`src/rtl/control_pkg.sv`:
```
// Shared encodings for the multi-cycle control FSM: state values, one-hot
// instruction-type bit positions and the bundle of registered control strobes.
package control_pkg;

    typedef enum logic [2:0] {
        StFetch     = 3'd0,
        StDecode    = 3'd1,
        StExecute   = 3'd2,
        StMemory    = 3'd3,
        StWriteback = 3'd4,
        StTrap      = 3'd5
    } state_e;

    localparam int unsigned CodeJ    = 0;
    localparam int unsigned CodeJalr = 1;
    localparam int unsigned CodeLui  = 2;
    localparam int unsigned CodeAuipc = 3;
    localparam int unsigned CodeB    = 4;
    localparam int unsigned CodeR    = 5;
    localparam int unsigned CodeS    = 6;
    localparam int unsigned CodeIAlu = 7;
    localparam int unsigned CodeLoad = 8;
    localparam int unsigned CodeCsr  = 9;
    localparam int unsigned NumCodes = 10;

    typedef struct packed {
        logic mem_read;
        logic mem_write;
        logic pc_load;
        logic rd_write;
        logic alu_sel_a;
        logic alu_sel_b;
        logic trap;
    } ctrl_t;

    // Strobes seen in FETCH, which is also the value held while in reset.
    localparam ctrl_t CtrlReset = '{mem_read: 1'b1, default: 1'b0};

endpackage

```
`src/rtl/wait_counter.sv`:
```
// Counts consecutive cycles spent waiting on the memory handshake and flags
// when the allowed number of wait cycles has been used up.
module wait_counter #(
    parameter int unsigned TIMEOUT = 15
) (
    input  logic clk,
    input  logic rst_n,
    input  logic clr,
    input  logic inc,
    output logic expired
);

    localparam int unsigned CntW = $clog2(TIMEOUT + 1);

    logic [CntW-1:0] count_q;
    logic [CntW-1:0] count_d;

    always_comb begin
        count_d = count_q;
        if (clr) begin
            count_d = '0;
        end else if (inc) begin
            count_d = count_q + CntW'(1);
        end
    end

    always_ff @(posedge clk or negedge rst_n) begin
        if (!rst_n) begin
            count_q <= '0;
        end else begin
            count_q <= count_d;
        end
    end

    assign expired = (count_q == CntW'(TIMEOUT));

endmodule

```
`src/rtl/control_fsm.sv`:
```
// Multi-cycle instruction control FSM: fetch/decode/execute/memory/writeback
// sequencing with a memory-wait timeout and an absorbing trap state.
module control_fsm
    import control_pkg::*;
#(
    parameter int unsigned CODE_W  = 10,
    parameter int unsigned TIMEOUT = 15
) (
    input  logic              clk,
    input  logic              rst_n,
    input  logic [CODE_W-1:0] code,
    input  logic              mem_ready,
    output logic              mem_read,
    output logic              mem_write,
    output logic              ir_load,
    output logic              pc_load,
    output logic              rd_write,
    output logic              alu_sel_a,
    output logic              alu_sel_b,
    output logic              trap,
    output logic [2:0]        state_o
);

    state_e            state_q;
    state_e            state_d;
    logic [CODE_W-1:0] code_q;
    logic [CODE_W-1:0] code_d;
    ctrl_t             ctrl_q;
    ctrl_t             ctrl_d;

    logic code_legal;
    logic expired;
    logic cnt_clr;
    logic cnt_inc;
    logic waiting;

    // Moore strobes for a given state and latched instruction type.
    function automatic ctrl_t moore_ctrl(input state_e st, input logic [CODE_W-1:0] c);
        ctrl_t o;
        o = '0;
        case (st)
            StFetch: begin
                o.mem_read = 1'b1;
            end
            StExecute: begin
                o.alu_sel_a = c[CodeJ] | c[CodeAuipc];
                o.alu_sel_b = ~(c[CodeR] | c[CodeB]);
            end
            StMemory: begin
                o.mem_read  = c[CodeLoad];
                o.mem_write = c[CodeS];
            end
            StWriteback: begin
                o.pc_load  = 1'b1;
                o.rd_write = ~(c[CodeB] | c[CodeS]);
            end
            StTrap: begin
                o.trap = 1'b1;
            end
            default: ;
        endcase
        return o;
    endfunction

    // Exactly one bit set, and CSR is not supported.
    assign code_legal = (code != '0) && ((code & (code - CODE_W'(1))) == '0) && !code[CodeCsr];

    assign waiting = (state_q == StFetch) || (state_q == StMemory);

    always_comb begin
        state_d = state_q;
        code_d  = code_q;
        unique case (state_q)
            StFetch: begin
                if (mem_ready) begin
                    state_d = StDecode;
                end else if (expired) begin
                    state_d = StTrap;
                end
            end
            StDecode: begin
                code_d  = code;
                state_d = code_legal ? StExecute : StTrap;
            end
            StExecute: begin
                state_d = (code_q[CodeS] | code_q[CodeLoad]) ? StMemory : StWriteback;
            end
            StMemory: begin
                if (mem_ready) begin
                    state_d = StWriteback;
                end else if (expired) begin
                    state_d = StTrap;
                end
            end
            StWriteback: begin
                state_d = StFetch;
            end
            StTrap: begin
                state_d = StTrap;
            end
            default: begin
                state_d = StTrap;
            end
        endcase
    end

    assign ctrl_d  = moore_ctrl(state_d, code_d);
    assign cnt_clr = (state_d != state_q) && ((state_d == StFetch) || (state_d == StMemory));
    assign cnt_inc = waiting && !mem_ready && !expired;

    always_ff @(posedge clk or negedge rst_n) begin
        if (!rst_n) begin
            state_q <= StFetch;
            code_q  <= '0;
            ctrl_q  <= CtrlReset;
        end else begin
            state_q <= state_d;
            code_q  <= code_d;
            ctrl_q  <= ctrl_d;
        end
    end

    wait_counter #(
        .TIMEOUT (TIMEOUT)
    ) u_wait_counter (
        .clk     (clk),
        .rst_n   (rst_n),
        .clr     (cnt_clr),
        .inc     (cnt_inc),
        .expired (expired)
    );

    assign mem_read  = ctrl_q.mem_read;
    assign mem_write = ctrl_q.mem_write;
    assign pc_load   = ctrl_q.pc_load;
    assign rd_write  = ctrl_q.rd_write;
    assign alu_sel_a = ctrl_q.alu_sel_a;
    assign alu_sel_b = ctrl_q.alu_sel_b;
    assign trap      = ctrl_q.trap;
    assign ir_load   = (state_q == StFetch) && mem_ready;
    assign state_o   = state_q;

    // Bits of the latched type code that drive no strobe (LUI, JALR, I-ALU, CSR, extras).
    logic unused_code_q;
    assign unused_code_q = ^code_q;

endmodule

```
`config.mk`:
```
export PLATFORM = sky130hd
export DESIGN_NAME = control_fsm
export DESIGN_NICKNAME = d
export VERILOG_FILES = /design/src/rtl/control_pkg.sv /design/src/rtl/wait_counter.sv /design/src/rtl/control_fsm.sv
export SDC_FILE = /design/constraint.sdc
export NUM_CORES = 1
export LEC_CHECK = 0
export BUFFER_PORTS_ARGS = -buffer_cell sky130_fd_sc_hd__buf_2
export CAP_MARGIN = 20
export CORE_UTILIZATION = 35
export DETAILED_ROUTE_END_ITERATION = 6
export GPL_ROUTABILITY_DRIVEN = 1
export PLACE_DENSITY = 0.67
export SKIP_LAST_GASP = 1
export SLEW_MARGIN = 30
export SYNTH_ARGS = -nofsm -noshare
export SYNTH_HDL_FRONTEND = slang
export SYNTH_SLANG_ARGS = --single-unit
export TNS_END_PERCENT = 1
```
`constraint.sdc`:
```
create_clock -name clk -period 2.3 [get_ports clk]
set_input_delay 0.46 -clock clk [delete_from_list [all_inputs] [get_ports clk]]
set_output_delay 0.46 -clock clk [all_outputs]
set_load 0.1 [all_outputs]
```
==> run metrics, run 1 <==
insertion delay to the later sink of the worst-skew pair slightly below 0.3 ns; pre-CTS setup slack between 0.15 and 0.2 ns; top-count cell post-synth dfrtp_1; synthesized flop and latch total 17; layout cells sized above 1 31.9%; outcome finished, final reports clean; largest net degree at the start of global routing 18; Clock Sinks 17; Final ANT Viol Nets 0; die area 2810 µm²; H-tree levels 1; DR pass1 iterations 4; Fin Hold WS 0.0684 ns; Gate Count Post-Synth 94; Ports 24; Syn Area/Cell between 9 and 10 µm²; Synth area leaders dfrtp_1 44%, mux2i_1 5.5%, nor2_1 5.3%, nor3_1 3.8%, o21ai_0 3.8%; top-area cell type share of the netlist area 43.9%; initial antenna violation count 0; Net count, final 134; max-slew violation count 0; Area Overhead vs Synth 20.2%; Synth Area in XOR/XNOR 3.84%; EDFF count, synth 0; critical path arrival ~1.6 ns; syn nets 108; top cells by count, synth 16 x dfrtp_1, 13 x nor2_1, 7 x nor3_1, 7 x o21ai_0; Slew headroom between 60% and 70%; post-cts resize count 0; Design Power 1.35 mW; post-synthesis mux area share 7.96%; largest family of logic cells by synthesized area simple AND/OR/NAND/NOR gates; hold buffer count at cts 0; diodes inserted 0; Worst Hold Class in -> async; Data required, critical path 1.84 ns; startpoint type of the worst setup path flip-flop; Setup CP Type reg -> out; post-synthesis adder-cell area fraction 1.37%; CTS tree done; total wire length 1.79 mm; Worst Setup End Kind output pin; Setup Viol. Count Final 0; maximum fanout along the worst path 16; min cycle time layout 2.07 ns; vias per inst 5.27; Synth Area in Compound Gates 13.0%; Distinct cells, synth 34; Main synth FF type dfrtp_1; P_leak 0.506 nW; die width 53.1 µm; Ys Warns 0; final period utilization between 80% and 90%; Remaining DRCs 0; PwrDens 1230 nW/µm²; overflow left after global routing 0; Die H 53.1 µm; RSZ-0062 raised after global routing false; Root Buffer clkbuf_4; port bufs 23; DP Area roughly 1100 µm²; simple-gate share of the synthesized area between 20% and 30%; cell taking the most area after synthesis dfrtp_1; Seq/Total Area, Yosys 46.8%; Core ar. 2480 µm²; fmax 483 MHz; vias in the first global route 746; Synth Cell Area 912 µm²; Final Hold Viols 0; asr flop ratio synth 100%; VDD IR max 0.000863 V; FP Rows 18; clk_skew 0.000761 ns; Clock Path Buffers 2; first-pass GRT wire length 3.08 mm; total track usage 15.4%; final instance area between 1000 and 1500 µm²; measured slew at the worst slew-check pin 0.491 ns; CTS buffer count 3; DR WL/cell ~12 µm; setup TNS 0 ns; Final Worst Setup Slack approximately 0.23 ns; max_cap viols 0; via count ~790; Placer Congestion 0.864; Reg clk slew, reported paths 0.10 ns; Starting Density 36.8%; initial DRC count 11; Post-CTS Setup Inserts 0; Post-DP HPWL 1.32 mm
## layout make-up
| class | instances | area [µm²] |
|---|---|---|
| Sequential cell | 17 | 428 |
| Clock buffer | 4 | 26.3 |
| Tap cell | 30 | 37.5 |
| Inverter | 1 | 3.75 |
| Timing Repair Buffer | 25 | 133 |
| Fill cell | 258 | 1380 |
| Multi-Input combinational cell | 72 | 468 |
## metal layers
layer	track usage, %	part of all wire, %	up-vias
met3	2.59	3.6	7
met4	11.8	3.2	0
met1	18.8	45	367
met2	24.1	48	20
li1	-	-	391
met5	0	0	-
## power breakdown
group	switching, mW	internal (mW)	total [mW]
registers	0.0448	0.385	0.430
clock network	0.0937	0.0675	0.161
logic	0.544	0.211	0.755
## state kept, by name, summed over array words and instances, names as in the netlist
name	cells
pc_load	1
u_wait_counter.count_q	4
state_o	3
alu_sel_b	1
trap	1
code_q	3
alu_sel_a	1
rd_write	1
mem_read	1
mem_write	1
## critical path, cell delays in order (launching register included)
cell and delay [ns]:
dfrtp_2 0.53, nor3_1 0.29, and2_2 0.18, clkbuf_4 0.32
## placed cells by master (no fill, tap or decap), types with 3 or more instances in the layout
master    synthesis  routed
nor2b_1           3       3
nor3_1            7       7
dfrtp_1          16      15
mux2i_1           5       5
a21oi_1           3       3
xor2_1            3       3
o21ai_0           7       7
clkbuf_4          0       4
nor2_1           13      13
buf_2             0      22
nand2_1           5       5
## kinds of logic after synthesis
kind of cell / count (synthesis)
and+or+nand+nor: 41
adders and majority gates: 1
DFF: 17
muxes: 7
buffers and inverters: 5
AOI/OAI and AO/OA: 19
xor gates and xnor gates: 4
## worst paths after layout
check / endpoint / from / slack (ns) / depth (start not counted)
max in group asynchronous: mem_read$_DFF_PN1_ / rst_n / 1.93 / 1
min reg2reg: code_q[4]$_DFF_PN0_ / code_q[4]$_DFF_PN0_ / 0.51 / 1
min in group clk: alu_sel_b$_DFF_PN0_ / code[5] / 0.37 / 2
max reg2reg: u_wait_counter.count_q[3]$_DFFE_PN0P_ / u_wait_counter.count_q[0]$_DFFE_PN0P_ / 0.44 / 6
min: state_o[2]$_DFF_PN0_ / rst_n / 0.07 / 1
max: ir_load / state_o[1]$_DFF_PN0_ / 0.23 / 3
## metrics by stage
stage,std cells,util (%)
finish,149,44.2
global route,149,44.2
CTS,149,44.1
detailed placement,145,43.1
global placement,145,43.1
floorplan,94,-
Power figures use the tool's default switching activity.
==> run 2: changes to the inputs <==
Settings changed: CTS_BUF_LIST from default to sky130_fd_sc_hd__clkbuf_4 sky130_fd_sc_hd__clkbuf_8 sky130_fd_sc_hd__clkbuf_16, SLEW_MARGIN 30 to default.
==> run 2 against run 1 <==
First-iteration DRC count unchanged. Sequential cell count unchanged. Count of clock-buffer cells in the layout did not move. Wire length barely moved. Final cell count unchanged. Clock power is 7% higher. Power is 0.72% higher. Sequential share of layout area decreased by 0.13 points. Worst hold slack got worse by 0.00051 ns. Combinational power is essentially flat. Via count up 0.25%. Non-clock buffer count did not move. Critical endpoint unchanged. Highest routed layer unchanged.
==> run metrics, run 2 (same netlist as run 1, synthesis figures left out) <==
Ports 24; Setup Viol. Count Final 0; max-slew violation count 0; clk_skew roughly 0.0017 ns; critical path arrival 1.60 ns; max FFs per register 4; max_cap viols 0; Root Buffer clkbuf_4; commonest non-fill, non-tap cell in the layout buf_2; Final Hold Viols 0; Post-DP HPWL about 1.3 mm; Remaining DRCs 0; number of fill cells 259; Die H ~53 µm; port bufs 23; PwrDens 1230 nW/µm²; setup TNS 0 ns; fmax between 400 and 500 MHz; Clock Sinks 17; initial DRC count 11; P_leak 0.509 nW; Most flops, register u_wait_counter.count_q; Area Overhead vs Synth 20.6%; initial antenna violation count 0; maximum fanout along the worst path 16; H-tree levels 1; total wire length 1.79 mm; via count between 700 and 800; Reg clk slew, reported paths 0.10 ns; reg2reg setup slack 0.44 ns; layout cells sized above 1 32.8%; critical path, cell by cell nor3_1 > and2_2 > clkbuf_4; Worst Setup End Kind output pin; FF+latch area 428 µm²; DR WL/cell 12.0 µm; insertion delay to the later sink of the worst-skew pair 0.29 ns; largest net degree at the start of global routing 18; Worst Hold Class in -> async; Starting Density between 30% and 40%; FP Rows 18; CP max-delay cell dfrtp_2; vias in the first global route 754; vias per inst 5.28; Core ar. 2480 µm²; first-pass GRT wire length just over 3 mm; die width between 50 and 60 µm; final period utilization 89.8%; Data required, critical path 1.84 ns; Setup CP Type reg -> out; VDD IR max 0.000862 V; Final ANT Viol Nets 0; area of the multi-input gates 468 µm²; hold buffer count at cts 0; CTS tree done; overflow left after global routing 0; die area 2810 µm²; min cycle time layout between 2 and 2.5 ns; Clock Path Buffers 2; startpoint type of the worst setup path flip-flop; CP peak stage delay 0.53 ns; Net count, final 134; diodes inserted 0; Slew headroom 66.9%; DR pass1 iterations 4; total track usage 15.5%; Placer Congestion ~0.86; measured slew at the worst slew-check pin 0.493 ns; RSZ-0062 raised after global routing false; most frequent cells in the layout 22 x buf_2, 15 x dfrtp_1, 13 x nor2_1, 7 x nor3_1, 7 x o21ai_0; final core occ 44.4%; outcome finished, final reports clean; CTS buffer count 3
[run 2: changes by cell type in the layout (fill, tap and decap cells not counted)]
cell      before  now
clkbuf_1       1    0
clkbuf_4       4    5
[run 2: critical path, delay by kind of cell (launching register included)]
| family | cells | cell delay, ns |
|---|---|---|
| and+or+nand+nor | 2 | 0.46 |
| DFF | 1 | 0.53 |
| buffers and inverters | 1 | 0.32 |
[run 2: metal layers]
layer / wire length, µm / GRT usage (%) / vias up / part of all wire (%)
met2: 876 / 24.5 / 16 / 49
met3: 59 / 2.59 / 7 / 3.3
li1: - / - / 390 / -
met1: 799 / 18.6 / 374 / 45
met4: 57 / 11.8 / 0 / 3.2
met5: 0 / 0 / - / 0
[run 2: timing repair]
action | 4_1_cts | 5_1_grt
endpoints found under the setup margin | 0 | 1
resized for setup | 0 | 1
hold endpoints to repair | 0 | 0
buffers inserted | 0 | 0
[run 2: path summary, 6_finish.rpt]
kind / startpoint / to / cells after the start
worst min-delay path: rst_n / state_o[2]$_DFF_PN0_ / 1
worst max-delay path: state_o[1]$_DFF_PN0_ / ir_load / 3
worst max register to register: u_wait_counter.count_q[0]$_DFFE_PN0P_ / u_wait_counter.count_q[3]$_DFFE_PN0P_ / 6
worst min register to register: code_q[4]$_DFF_PN0_ / code_q[4]$_DFF_PN0_ / 1
max in group asynchronous: rst_n / mem_read$_DFF_PN1_ / 1
min in group clk: code[5] / alu_sel_b$_DFF_PN0_ / 2
[run 2: layout make-up]
cell class                      count  area share (%)
Clock buffer                        4            2.73
Timing Repair Buffer               25            12.1
Sequential cell                    17            38.9
Inverter                            1           0.341
Tap cell                           30            3.41
Multi-Input combinational cell     72            42.5
[run 2: per-stage QoR]
step                      instance area (µm²)  power (mW)  hold slack, ns  std cells  setup WS [ns]
after floorplan                           915        1.05           0.164         94         0.0449
after global placement                   1070        1.18           0.394        145          0.194
after detailed placement                 1070        1.19           0.405        145          0.168
after CTS                                1100        1.37          0.0711        149          0.116
after global routing                     1100        1.45          0.0906        149         0.0958
final                                    1100        1.36          0.0679        149          0.235
[run 2: power by group]
| part | switching, mW | internal [mW] | leakage (nW) |
|---|---|---|---|
| sequential | 0.0451 | 0.385 | 0.216 |
| combinational | 0.542 | 0.211 | 0.275 |
| clock | 0.0932 | 0.0793 | 0.0184 |
==> run 3: changes to the inputs <==
Settings changed: CORE_UTILIZATION 35 to 50, PLACE_DENSITY 0.67 to 0.86.
==> run 3 against run 2 <==
Clock skew grew 0.0018 ns. Die area down 29%. Combinational power grew 0.9%. Sequential share of layout area about the same. Worst hold slack lost 0.00075 ns. Sequential cell count unchanged. Count of clock-buffer cells in the layout did not move. Global-route usage up 5.6 points. Wire length rose by 2.3%. Utilization rose by 19 points. Cell area is 0.11% lower. Critical path depth did not move. Critical path type unchanged. Largest cell class unchanged. Largest power group unchanged.
==> run metrics, run 3 (same netlist as run 1, synthesis figures left out) <==
final instance area 1100 µm²; H-tree levels 1; switch share 50.5%; outcome finished, final reports clean; maximum fanout along the worst path 2; clk_skew between 0.003 and 0.004 ns; DR WL/cell 12.7 µm; P_leak roughly 0.5 nW; overflow left after global routing 0; PwrDens 1240 nW/µm²; VDD IR max 0.000730 V; Sequential Power Share 31.7%; insertion delay to the later sink of the worst-skew pair 0.28 ns; final period utilization about nine tenths; Setup Viol. Count Final 0; Clock Sinks 17; port bufs 23; Post-DP HPWL ~1.4 mm; layout cells sized above 1 33.3%; FF+latch area 428 µm²; post-cts resize count 0; Core ar. 1730 µm²; Slew headroom 64.3%; Combinational Power Share 55.9%; CTS tree done; max-slew violation count 0; initial antenna violation count 0; P_int just under 0.7 mW; max FFs per register 4; Psw 0.687 mW; clock share of power 12.5%; critical path arrival 1.58 ns; Setup CP Type reg -> out; largest net degree at the start of global routing 18; Starting Density a little over half; measured slew at the worst slew-check pin 0.532 ns; via count 808; fmax 489 MHz; Post-CTS Setup Inserts 0; Placer Congestion between 0.7 and 0.8; number of fill cells between 150 and 200; Worst Setup End Kind output pin; Ports 24; Area Overhead vs Synth 20.4%; RSZ-0062 raised after global routing false; die area approximately 2000 µm²; max_cap viols 0; most frequent cells in the layout 23 x buf_2, 15 x dfrtp_1, 13 x nor2_1, 7 x nor3_1, 7 x o21ai_0; total track usage between 20% and 30%; Final Hold Viols 0; Die H 44.7 µm; diodes inserted 0; Remaining DRCs 0; setup TNS 0 ns; Reg clk slew, reported paths 0.10 ns; Worst Hold Class in -> async; hold buffer count at cts 0; initial DRC count 19; Most flops, register u_wait_counter.count_q; Data required, critical path between 1.5 and 2 ns; total wire length ~1.8 mm; min cycle time layout 2.04 ns; FP Rows 15; area of the multi-input gates 468 µm²; Clock Path Buffers 2; CTS buffer count 3; commonest non-fill, non-tap cell in the layout buf_2; Net count, final 135; DR pass1 iterations 4; startpoint type of the worst setup path flip-flop; vias in the first global route 722; Final ANT Viol Nets 0; vias per inst ~5.6; die width 44.7 µm; first-pass GRT wire length 3.05 mm; Root Buffer clkbuf_4; DP Area 1070 µm²
run 3: changes by cell type in the layout (fill, tap and decap cells not counted):
cell / delta
clkbuf_4: -1
buf_2: +1
buf_4: +1
run 3: per-layer routing:
layer	GRT usage, %	wire [µm]
met3	3.60	87
met1	25.5	817
met4	12.7	12
met2	35.3	917
met5	0	0
run 3: power groups by stage:
stage / combinational [mW] / clock (mW) / sequential, mW
floorplan: 0.336 / 0 / 0.710
global placement: 0.739 / 0 / 0.434
detailed placement: 0.753 / 0 / 0.437
CTS: 0.758 / 0.174 / 0.431
global route: 0.810 / 0.186 / 0.441
finish: 0.760 / 0.169 / 0.431
run 3: final timing paths:
check	from	end	slack [ns]	cells past startpoint
min in group clk	code[5]	alu_sel_b$_DFF_PN0_	0.39	2
hold / removal	rst_n	trap$_DFF_PN0_	0.07	1
setup reg to reg	u_wait_counter.count_q[0]$_DFFE_PN0P_	u_wait_counter.count_q[3]$_DFFE_PN0P_	0.39	6
setup / recovery	state_o[1]$_DFF_PN0_	ir_load	0.26	3
hold reg to reg	code_q[4]$_DFF_PN0_	code_q[4]$_DFF_PN0_	0.51	1
max in group asynchronous	rst_n	mem_read$_DFF_PN1_	1.93	1
run 3: area by class of cell:
type | instances | share of cell area, %
tap | 25 | 2.85
multi-input combinational | 72 | 42.6
sequential | 17 | 39.0
clock buffer | 4 | 2.73
inverter | 1 | 0.342
timing repair buffer | 26 | 12.5
run 3: critical path, cell delays in order (launching register included):
cell and delay (ns):
dfrtp_2 0.41, nor3_1 0.28, and2_2 0.19, buf_2 0.41
run 3: through the flow:
stage               hold slack, ns  setup WS [ns]  power (mW)  util, %  instances
global route                0.0901          0.176        1.44     63.6        145
global placement             0.388          0.195        1.17     61.9        141
finish                      0.0671          0.256        1.36     63.6        145
detailed placement           0.396         0.0952        1.19     61.9        141
CTS                         0.0776          0.258        1.36     63.6        145
floorplan                    0.164         0.0449        1.05        -         94
